**config.mk**
```make
export PLATFORM = sky130hd
export DESIGN_NAME = fp_fma_arbiter
export DESIGN_NICKNAME = d
export VERILOG_FILES = /design/src/rtl/fp_fma_arb_pkg.sv /design/src/rtl/fp_rr_arbiter.sv /design/src/rtl/fp_fma_arbiter.sv
export SDC_FILE = /design/constraint.sdc
export NUM_CORES = 1
export LEC_CHECK = 0
export CORE_AREA = 2 2 150 152
export DETAILED_ROUTE_END_ITERATION = 12
export DIE_AREA = 0 0 152 154
export PLACE_DENSITY = 0.57
export SETUP_SLACK_MARGIN = 0.2
export SYNTH_ARGS = -nofsm -noshare
export SYNTH_HDL_FRONTEND = slang
export SYNTH_HIERARCHICAL = 1
export SYNTH_SLANG_ARGS = --single-unit
```
**constraint.sdc**
```tcl
create_clock -name clk_i -period 3 [get_ports clk_i]
set_clock_uncertainty 0.1 [all_clocks]
set_input_delay 0.3 -clock clk_i [delete_from_list [all_inputs] [get_ports clk_i]]
set_output_delay 0.3 -clock clk_i [all_outputs]
set_load 0.02 [all_outputs]
```
**src/rtl/fp_fma_arb_pkg.sv**
```systemverilog
// rtl/fp_fma_arb_pkg.sv - shared types and constants for the FMA arbiter slice
//
// Purpose : op-code encodings of the FMA wrapper, default pipeline depth and
//           the tag carried alongside each issued op.
// Contents: FMA_OP_* codes, FMA_LATENCY_DEFAULT, TAG_ID_W, tag_t.
package fp_fma_arb_pkg;

  // bit0 negates the addend, bit1 negates the product
  localparam logic [1:0] FMA_OP_MADD  = 2'b00;
  localparam logic [1:0] FMA_OP_MSUB  = 2'b01;
  localparam logic [1:0] FMA_OP_NMSUB = 2'b10;
  localparam logic [1:0] FMA_OP_NMADD = 2'b11;

  localparam int unsigned FMA_LATENCY_DEFAULT = 2;

  // Fixed-width id field so the tag type can live in the package; it holds
  // requester indices for up to 2**TAG_ID_W requesters.
  localparam int unsigned TAG_ID_W = 4;

  typedef struct packed {
    logic                valid;
    logic [TAG_ID_W-1:0] id;
  } tag_t;

endpackage

```
**src/rtl/fp_rr_arbiter.sv**
```systemverilog
// rtl/fp_rr_arbiter.sv - combinational round-robin pick from a request vector
//
// Purpose : first asserted request at or after ptr_i, wrapping around.
// Ports   : req_i   request vector
//           ptr_i   highest-priority index this cycle
//           gnt_o   one-hot grant
//           idx_o   binary index of the grant
//           valid_o any grant issued
module fp_rr_arbiter #(
  parameter int unsigned NUM_REQ = 2,
  parameter int unsigned IDW     = (NUM_REQ > 1) ? $clog2(NUM_REQ) : 1
) (
  input  logic [NUM_REQ-1:0] req_i,
  input  logic [IDW-1:0]     ptr_i,
  output logic [NUM_REQ-1:0] gnt_o,
  output logic [IDW-1:0]     idx_o,
  output logic               valid_o
);

  int unsigned k;

  always_comb begin
    gnt_o   = '0;
    idx_o   = '0;
    valid_o = 1'b0;
    k       = 0;
    for (int unsigned i = 0; i < NUM_REQ; i++) begin
      k = (32'(ptr_i) + i) % NUM_REQ;
      if (!valid_o && req_i[k]) begin
        valid_o  = 1'b1;
        gnt_o[k] = 1'b1;
        idx_o    = IDW'(k);
      end
    end
  end

endmodule

```
**src/rtl/fp_fma_arbiter.sv**
```systemverilog
// rtl/fp_fma_arbiter.sv - shares one pipelined FMA between several requesters
//
// Purpose : round-robin issue of one op per cycle with a per-requester cap on
//           in-flight ops; a tag pipeline matched to the FMA latency routes
//           each result back to its owner.
// Ports   : clk_i, rst_ni                     clock, async active-low reset
//           req_i/opa_i/opb_i/opc_i/op_i/rnd_i requester-side op, packed per requester
//           gnt_o                              one-hot accept
//           rvalid_o/res_o/status_o            one-hot result strobe + result
//           fma_en_o/fma_op*_o/fma_rnd_o       issue side of the FMA
//           fma_valid_i/fma_res_i/fma_status_i return side of the FMA
//           err_o                              sticky FMA/tag disagreement
module fp_fma_arbiter
  import fp_fma_arb_pkg::*;
#(
  parameter int unsigned NUM_REQ     = 2,
  parameter int unsigned FMA_LATENCY = FMA_LATENCY_DEFAULT,
  parameter int unsigned MAX_OUTST   = 2,
  parameter int unsigned RND_WIDTH   = 2,
  parameter int unsigned STAT_WIDTH  = 5
) (
  input  logic                         clk_i,
  input  logic                         rst_ni,
  input  logic [NUM_REQ-1:0]           req_i,
  input  logic [NUM_REQ*32-1:0]        opa_i,
  input  logic [NUM_REQ*32-1:0]        opb_i,
  input  logic [NUM_REQ*32-1:0]        opc_i,
  input  logic [NUM_REQ*2-1:0]         op_i,
  input  logic [NUM_REQ*RND_WIDTH-1:0] rnd_i,
  output logic [NUM_REQ-1:0]           gnt_o,
  output logic [NUM_REQ-1:0]           rvalid_o,
  output logic [31:0]                  res_o,
  output logic [STAT_WIDTH-1:0]        status_o,
  output logic                         fma_en_o,
  output logic [31:0]                  fma_opa_o,
  output logic [31:0]                  fma_opb_o,
  output logic [31:0]                  fma_opc_o,
  output logic [1:0]                   fma_op_o,
  output logic [RND_WIDTH-1:0]         fma_rnd_o,
  input  logic                         fma_valid_i,
  input  logic [31:0]                  fma_res_i,
  input  logic [STAT_WIDTH-1:0]        fma_status_i,
  output logic                         err_o
);

  localparam int unsigned IDW = (NUM_REQ > 1) ? $clog2(NUM_REQ) : 1;
  localparam int unsigned CW  = $clog2(MAX_OUTST + 1);

  logic [IDW-1:0]     ptr_q;
  logic [IDW-1:0]     winner;
  logic               any_gnt;
  logic [NUM_REQ-1:0] elig;
  logic [NUM_REQ-1:0] ret;
  logic [CW-1:0]      cnt_q [NUM_REQ];
  tag_t               tag_q [FMA_LATENCY];
  tag_t               tail;

  assign tail = tag_q[FMA_LATENCY-1];

  // A requester at its cap may still issue in the cycle one of its ops
  // returns, which keeps a single requester at full rate when the cap equals
  // the pipeline depth. Eligibility is masked in reset so nothing is granted.
  always_comb begin
    ret  = '0;
    elig = '0;
    for (int r = 0; r < NUM_REQ; r++) begin
      ret[r]  = tail.valid && (tail.id == TAG_ID_W'(r));
      elig[r] = rst_ni && req_i[r] && ((cnt_q[r] < CW'(MAX_OUTST)) || ret[r]);
    end
  end

  fp_rr_arbiter #(
    .NUM_REQ (NUM_REQ),
    .IDW     (IDW)
  ) u_rr (
    .req_i   (elig),
    .ptr_i   (ptr_q),
    .gnt_o   (gnt_o),
    .idx_o   (winner),
    .valid_o (any_gnt)
  );

  assign fma_en_o = any_gnt;

  always_comb begin
    fma_opa_o = '0;
    fma_opb_o = '0;
    fma_opc_o = '0;
    fma_op_o  = '0;
    fma_rnd_o = '0;
    if (any_gnt) begin
      fma_opa_o = opa_i[32*int'(winner) +: 32];
      fma_opb_o = opb_i[32*int'(winner) +: 32];
      fma_opc_o = opc_i[32*int'(winner) +: 32];
      fma_op_o  = op_i[2*int'(winner) +: 2];
      fma_rnd_o = rnd_i[RND_WIDTH*int'(winner) +: RND_WIDTH];
    end
  end

  // Return routing trusts the tag pipeline, not fma_valid_i; a disagreement
  // only raises err_o.
  assign rvalid_o = ret;
  assign res_o    = fma_res_i;
  assign status_o = fma_status_i;

  always_ff @(posedge clk_i or negedge rst_ni) begin
    if (!rst_ni) begin
      ptr_q <= '0;
    end else if (any_gnt) begin
      ptr_q <= (32'(winner) == NUM_REQ - 1) ? '0 : winner + 1'b1;
    end
  end

  always_ff @(posedge clk_i or negedge rst_ni) begin
    if (!rst_ni) begin
      for (int i = 0; i < FMA_LATENCY; i++) tag_q[i] <= '0;
    end else begin
      tag_q[0] <= '{valid: any_gnt, id: TAG_ID_W'(winner)};
      for (int i = 1; i < FMA_LATENCY; i++) tag_q[i] <= tag_q[i-1];
    end
  end

  always_ff @(posedge clk_i or negedge rst_ni) begin
    if (!rst_ni) begin
      for (int r = 0; r < NUM_REQ; r++) cnt_q[r] <= '0;
    end else begin
      for (int r = 0; r < NUM_REQ; r++) begin
        if (gnt_o[r] && !ret[r]) begin
          assert (cnt_q[r] < CW'(MAX_OUTST));
          cnt_q[r] <= cnt_q[r] + 1'b1;
        end else if (ret[r] && !gnt_o[r]) begin
          assert (cnt_q[r] != '0);
          cnt_q[r] <= cnt_q[r] - 1'b1;
        end
      end
    end
  end

  always_ff @(posedge clk_i or negedge rst_ni) begin
    if (!rst_ni) begin
      err_o <= 1'b0;
    end else if (fma_valid_i != tail.valid) begin
      err_o <= 1'b1;
    end
  end

endmodule
```
==> flow_summary.ini <==
[cts]
clock_sink_count = 10
cts_hold_buffers = 0
clkSlewWorstSetupHoldPaths_ns = 0.04
worst_skew_pair.late_latency_ns = 0.23
htreeDepth = 1
root_buffer = clkbuf_16
cts_tree = built
cts-buffers-inserted = 3
clock_path_buffers = 2

[synthesis]
post-synth-top-area-cell = mux2i_1
netlist_instances = 296
synthesis.area_mm2 = 0.002575
synth_warnings = 6
ys_ff_latch = 10
synthesized_netlist_net_count = 540
synth.area.top_cells = mux2i_1 39%, nor2b_1 24%, buf_4 11%, dfrtp_1 9.7%, buf_12 7.0%
ys_types = 18
synthDominantCellAreaShare_pct = 39.26
syn_avg_cell_area_um2 = 8.699
seq_area_frac_synth_pct = 9.718

[critical_path]
critPathCaptureType = output port
r2r_start = tag_q[0]
startpoint = rst_ni
worstPathMaxFanout = 17
crit_required_ns = 2.60
ff2ff_path_depth = 8
timing.critical_path.from_type = input pin
worstPathArrival_ns = 2.34
crit_type = input pin to output port

[floorplanning]
floorplan.io_pins = 385
horizontal_die_dimension_um = 152
die-area_mm2 = 0.02341
core_area_mm2 = 0.02169
core.rowCount = 54
dieHeight_um = 154
start_util_pct = 11.87

[layout]
layout.cells.most_common = clkdlybuf4s50_1
diodes = 0
final_layout_size_suffix_gt1_share_pct = 8.191
layout.nets = 831
post_layout_nonfiller_instances = 866
layout_common_cells = 211 x clkdlybuf4s50_1, 100 x nor2b_1, 97 x mux2i_1
area_growth_syn_to_layout_pct = 129.6

[sta]
rsz0062_at_grt = true
timing.final.setup_violations = 0
report.final.hold_viol_count = 0
worst_slew_pin_slew_ns = 0.3218
max_slew_margin_pct = 78.36
setup_ws_ns = 0.2616
summed_negative_setup_slack_over_all_endpoints_ns = 0
slew_violations = 0
finalWorstPathRequiredPeriod_ns = 2.738
final_min_period_over_clock_period_pct = 91.28
fmaxAchievable_mhz = 365.2

[placement]
dpl_worst_slack_ns = -0.05599
dpl.hpwl_um = 9092
dpl.cell_count = 854
gp_congestion = 0.7221
placement.io_buffers = 310

[global_routing]
grt_start_max_net_pins = 58
via_count_of_the_first_global_routing_pass = 3006
grt_first_pass_wirelength_um = 16120
initial_antenna_violation_count = 0
overflow = 0
track_usage_pct = 8.293

[power]
max_ir_drop_vdd_mv = 0.1435
totalPowerFinal_uw = 2298
total_leakage_power_uw = 0.002643
ratio_of_total_power_to_cell_area_mw_per_mm2 = 388.6

[flow_run]
max_cap_check_violation_count = 0

[hold_path]
worst_hold_path_startpoint = tag_q[9]
min_path_type = flip-flop to flip-flop
hold_depth = 0

[drt]
viasPerCell = 3.425
via_count = 2966
drc = 0
detail_route.iter0.violations = 68
drt_first_pass_iters = 4
postRouteWirelength_um = 10950
wire_per_inst_um = 12.65
drt.antenna.violating_nets = 0

[status]
run_status = finished, final reports clean
flip-flops by register name, indices dropped and copies added, names as in the netlist:
name / cells
cnt_q: 4
tag_q: 4
err_o: 1
ptr_q: 1
layout make-up:
cell class,instances,area [um^2]
timing repair buffer,345,3386
sequential,10,250.2
tap,280,350.3
multi-input combinational,223,1823
inverter,4,15.01
clock buffer,4,88.84
fill,2373,15780
where the power goes:
part	switching, uW	internal [uW]
logic	848	974
registers	32.2	182
clock network	60.1	200
total	941	1360
final timing paths:
path | to | slack [ns]
hold reg to reg | tag_q[4] | 0.24
setup / recovery | fma_opc_o[5] | 0.26
hold / removal | tag_q[4] | 0.24
setup reg to reg | cnt_q[3] | 1.02
max in group asynchronous | tag_q[0] | 2.35
min in group asynchronous | cnt_q[2] | 0.31
per-layer routing:
metal | wire (um) | vias to the layer above | GRT usage (%)
li1 | - | 1519 | -
met3 | 868 | 16 | 2.086
met2 | 5454 | 177 | 15.34
met5 | 0 | - | 0
met4 | 138 | 0 | 1.558
met1 | 4489 | 1254 | 9.709
metrics by stage:
| stage | utilization (%) | hold slack, ns | cell area [um^2] |
|---|---|---|---|
| finish | 27.26 | 0.2428 | 5913 |
| detailed placement | 26.75 | 0.2362 | 5801 |
| global route | 27.26 | 0.2487 | 5913 |
| global placement | 26.75 | 0.2330 | 5801 |
| CTS | 26.63 | 0.2455 | 5776 |
| floorplan | - | -0.09559 | 2575 |
kinds of logic (layout without fill, tap and decap cells):
family | count (synthesis) | in the layout | synth area share (%)
muxes | 101 | 101 | 39.26
adders and majority gates | 2 | 2 | 0.9717
and+or+nand+nor | 108 | 108 | 25.75
xor gates and xnor gates | 7 | 7 | 2.381
DFF | 10 | 10 | 9.718
AOI/OAI and AO/OA | 5 | 5 | 1.263
buffers and inverters | 63 | 353 | 20.65
cells in the mapped netlist:
cell type and number:
mux2i_1 101, nor2b_1 100, buf_4 37, clkbuf_1 10, dfrtp_1 10, buf_12 9
inv_1 4, xor2_1 4, a21boi_0 3, nand2_1 3, xnor2_1 3, a21oi_1 2
buf_2 2, ha_1 2, nand2b_1 2, nor2_1 2, buf_6 1, or2_1 1
repair_timing:
item / in CTS / in global routing
gates cloned: 0 / 2
setup buffers: 0 / 6
pin swaps: 0 / 0
gates resized for setup: 91 / 20
setup endpoints to repair: 91 / 43
worst max-delay path, stage by stage:
cell and delay (ns):
clkdlybuf4s50_1 0.49, nand2_1 0.08, a21oi_2 0.14, a21boi_4 0.22, buf_4 0.14, buf_12 0.16, mux2i_1 0.09, nor2b_1 0.10
clkdlybuf4s50_1 0.60
Note: power is estimated with default switching activity, not from simulation.
==> patch 1: new RTL, same settings <==
Change the parameter `STAT_WIDTH` from 5 to 10.
--- a/src/rtl/fp_fma_arbiter.sv
+++ b/src/rtl/fp_fma_arbiter.sv
@@ -17,7 +17,7 @@
   parameter int unsigned FMA_LATENCY = FMA_LATENCY_DEFAULT,
   parameter int unsigned MAX_OUTST   = 2,
   parameter int unsigned RND_WIDTH   = 2,
-  parameter int unsigned STAT_WIDTH  = 5
+  parameter int unsigned STAT_WIDTH  = 10
 ) (
   input  logic                         clk_i,
   input  logic                         rst_ni,
Ports: changed (resized fma_status_i and status_o); port bits go from 385 to 395. The function was not compared with the original's and may differ.
==> patch 1 against the unedited design <==
The run now ends with negative hold slack left. Worst hold slack got worse by 280 ps. Fmax increased by 3.4%. Synthesized area increased by 1.5%. Sequential share of layout area increased by 0.059 points. Routed wire length is 3.7% lower. Setup slack better by 91 ps. Critical path depth unchanged. Global-route usage about the same. Power down 3.0%. Clock power decreased by 13%. Final area down 1.4%. Via count up 1.9%. Sequential cell count unchanged.
==> patch 1: results (changes against the unedited design) <==
Global route:
- The met2 global-route usage is 15.1% (-0.21 points).
- The initial antenna violation count came to 0 (unchanged).
- The wire length of the first global-routing pass came to 16200 um (+0.47%).
- The maximum number of pins on one net before global-route repair is 61 (+5.2%).
- The fraction of met1 tracks used by global routing is 9.82% (+0.11 points).
- The global router's overall resource usage is 8.27% (-0.027 points).
- The number of global-route vias before repair is 3108 (+3.4%).
- The met3 layer usage reported by global route was 1.94% (-0.14 points).

Power and ir drop:
- The worst vdd rail ir drop is 0.000171 V (+19%).
- The cell internal power dissipation is 1.30 mW (-4.1%).
- The clock group power is 226 uW (-13%).
- The power dissipated in sequential cells is 217 uW.

Cells and area:
- The net count of the finished layout is 834 (+0.36%).
- The fraction of layout instances using a drive strength above 1 is 7.20% (-0.99 points).
- The number of filler cells placed in the layout is 2381 (+0.34%).

Route:
- The post-detailed-route wirelength per cell is 12.2 um (-3.4%).
- The DRC marker count from the first detailed-route iteration came to 111 (+63%).
- The via total after detailed routing is 3022 (+1.9%).
- The total length of routed wires came to 10500 um (-3.7%).

Yosys:
- The gate count of the mapped netlist came to 301 (+1.7%).
- The synthesized-area fraction occupied by adder cells is 0.958% (-0.014 points).
- The post-synthesis net count is 550 (+1.9%).
- The share of the synthesized netlist area taken by xor and xnor gates is 2.35% (-0.034 points).
- The compound-gate portion of the synthesized area is 1.25% (-0.018 points).
- By area the synthesized netlist is led by sky130_fd_sc_hd__mux2i_1 (39%), sky130_fd_sc_hd__nor2b_1 (24%), sky130_fd_sc_hd__buf_4 (12%).
- The commonest cells after synthesis are sky130_fd_sc_hd__mux2i_1 (101), sky130_fd_sc_hd__nor2b_1 (100), sky130_fd_sc_hd__buf_4 (42).

Critical path:
- The largest incremental delay on the critical path is 470 ps (-130 ps).
- The data arrival time of the critical path is 2250 ps (-90 ps).
- The highest net fanout along the worst path is 15 (-2).

Timing:
- The transition time of the tightest slew-check pin came to 322 ps (-0.242 ps).
- The worst hold slack after final layout was -42.0 ps (-285 ps).
- The clock period minus final worst setup slack came to 2650 ps (-90.6 ps).
- The number of failing hold endpoints at the final stage was 10 (+10).

Place:
- The placed cell count is 856 (+0.23%).
- The post-placement setup slack is -55.6 ps (+0.434 ps).
- The HPWL reported at the end of detailed placement is 9220 um (+1.4%).

Clock network:
- The quantity of gates resized following cts is 99 (+8.8%).

Worst hold path:
- The min-delay analysis places its worst path in the category in2async.

Outcome:
- The flow ran to the end, but the final reports show violations.
- The final reports fail on negative hold slack.
## patch 1: layout make-up
type / count / area (um^2) / area share, %
well taps: 280 / 350 / 6.01
inverters: 4 / 15.0 / 0.257
multi-input cells: 223 / 1820 / 31.1
repair buffers: 343 / 3330 / 57.0
clock buffers: 3 / 75.1 / 1.29
flip-flops and latches: 10 / 250 / 4.29
## patch 1: final timing paths
check / cells past startpoint / from / endpoint
max in group asynchronous: 2 / rst_ni / tag_q[5]
max: 9 / req_i[1] / fma_opa_o[16]
min: 2 / rst_ni / cnt_q[0]
max reg2reg: 7 / tag_q[0] / cnt_q[3]
min in group clk_i: 0 / tag_q[9] / tag_q[4]
min reg2reg: 0 / tag_q[9] / tag_q[4]
## patch 1: per-layer routing
metal  vias to the layer above  share of wire [%]
met5                         -                  0
met4                         0                1.3
met3                        14                7.8
met2                       190                 50
met1                      1306                 41
li1                       1512                  -
==> patch 2: new RTL, same settings <==
Without the edit above. Reset style: synchronous (`rst_ni`), changed in 4 clocked blocks. Comments in the files are not updated.
--- a/src/rtl/fp_fma_arbiter.sv
+++ b/src/rtl/fp_fma_arbiter.sv
@@ -103,7 +103,7 @@
   assign res_o    = fma_res_i;
   assign status_o = fma_status_i;
 
-  always_ff @(posedge clk_i or negedge rst_ni) begin
+  always_ff @(posedge clk_i) begin
     if (!rst_ni) begin
       ptr_q <= '0;
     end else if (any_gnt) begin
@@ -111,7 +111,7 @@
     end
   end
 
-  always_ff @(posedge clk_i or negedge rst_ni) begin
+  always_ff @(posedge clk_i) begin
     if (!rst_ni) begin
       for (int i = 0; i < FMA_LATENCY; i++) tag_q[i] <= '0;
     end else begin
@@ -120,7 +120,7 @@
     end
   end
 
-  always_ff @(posedge clk_i or negedge rst_ni) begin
+  always_ff @(posedge clk_i) begin
     if (!rst_ni) begin
       for (int r = 0; r < NUM_REQ; r++) cnt_q[r] <= '0;
     end else begin
@@ -136,7 +136,7 @@
     end
   end
 
-  always_ff @(posedge clk_i or negedge rst_ni) begin
+  always_ff @(posedge clk_i) begin
     if (!rst_ni) begin
       err_o <= 1'b0;
     end else if (fma_valid_i != tail.valid) begin
Check against the original RTL: differs if rst_ni is asserted again (counterexample within 4 cycles, from zero or initial values and one cycle with rst_ni low); with rst_ni held inactive, the same outputs for 4 cycles.
==> patch 2 against the unedited design <==
Synthesized area rose by 4.1%. Power fell by 40%. Via count rose by 7.4%. Final area rose by 1.5%. Sequential power fell by 23%. Routed wire length rose by 12%. Global-route usage rose by 1.1 points. Setup slack improved by 37 ps. Sequential cell count did not move. Synthesized cell count rose by 7.4%. Highest routed layer unchanged.
==> patch 2: results (changes against the unedited design) <==
Outcome:
- The flow ran to the end, and the final reports show no timing, DRC or antenna violations.

Yosys:
- The proportion of synthesized chip area in sequential cells is 8.96% (-0.75 points).
- The post-synthesis net count came to 560 (+3.7%).
- The number of distinct library cells after synthesis is 33 (+15).
- The share of synthesized registers carrying an async set or reset came to 0% (-100 points).
- The commonest cells after synthesis are sky130_fd_sc_hd__nor2b_1 (101), sky130_fd_sc_hd__mux2i_1 (100), sky130_fd_sc_hd__buf_4 (41).
- The share of the synthesized netlist area taken by xor and xnor gates is 1.31% (-1.1 points).
- The synthesized-area fraction occupied by adder cells was 0% (-0.97 points).
- The compound-gate portion of the synthesized area is 4.72% (+3.5 points).
- The post-synthesis area per instance is 8.43 um^2 (-3.1%).
- The most frequent cell after synthesis is sky130_fd_sc_hd__nor2b_1.
- The most used flip-flop cell after synthesis is sky130_fd_sc_hd__dfxtp_1.
- The number of flops mapped to enable cells by yosys was 4 (+4).

Route:
- The met1 wire length is 4970 um (+11%).
- The DRC marker count from the first detailed-route iteration came to 98 (+44%).
- The post-detailed-route wirelength per cell is 14.0 um (+11%).
- The via total after detailed routing is 3186 (+7.4%).
- The length of routed met3 wiring is 1210 um (+40%).

Global route:
- The met3 layer usage reported by global route is 3.97% (+1.9 points).
- The wire length of the first global-routing pass is 18000 um (+12%).
- The met2 global-route usage came to 17.3% (+2.0 points).
- The fraction of met1 tracks used by global routing is 10.6% (+0.86 points).
- The global router's overall resource usage is 9.44% (+1.1 points).

Place:
- The global placement routability congestion was 0.736 (+1.9%).
- The placed cell count was 870 (+1.9%).
- The placed standard-cell area is 5910 um^2 (+1.9%).
- The HPWL reported at the end of detailed placement is 10300 um (+13%).

Critical path:
- The highest net fanout along the worst path is 8 (-9).
- The slack of the worst reg-to-reg path is 880 ps (-140 ps).
- The data arrival time of the critical path is 2300 ps (-40 ps).

Timing:
- The share of the clock period used by the worst path after layout is 90.1% (-1.2 points).
- The worst hold slack after final layout is 328 ps (+84.8 ps).
- The transition time of the tightest slew-check pin is 333 ps (+11.3 ps).

Power and ir drop:
- The worst vdd rail ir drop is 0.000296 V (+110%).
- The total leakage power is 2.60 nW (-1.5%).

Cells and area:
- The net count of the finished layout is 844 (+1.6%).
- The fraction of layout instances using a drive strength above 1 is 7.83% (-0.36 points).
- The non-filler instance count after layout came to 880 (+1.6%).
-- patch 2: worst paths after layout --
path	startpoint	endpoint	cells past startpoint
hold reg to reg	tag_q[0][4]	tag_q[0][9]	1
setup reg to reg	tag_q[0][5]	cnt_q[0][0]	8
setup / recovery	rst_ni	fma_opb_o[27]	10
hold / removal	tag_q[0][4]	tag_q[0][9]	1
-- patch 2: repair_timing --
action,4_1_cts,5_1_grt
resized for setup,93,17
endpoints found under the setup margin,93,51
gates cloned,0,1
setup buffers,0,6
-- patch 2: cell type report --
type / instances / area, um^2
Clock buffer: 3 / 75.1
Sequential cell: 10 / 243
Inverter: 3 / 11.3
Multi-Input combinational cell: 241 / 1920
Timing Repair Buffer: 343 / 3400
Fill cell: 2392 / 15700
Tap cell: 280 / 350
-- patch 2: report_power, final --
group	internal (mW)	leakage [nW]	total, mW	switching [mW]
Combinational	0.563	2.47	0.980	0.417
Clock	0.172	0.0370	0.228	0.0561
Sequential	0.157	0.0924	0.166	0.00944
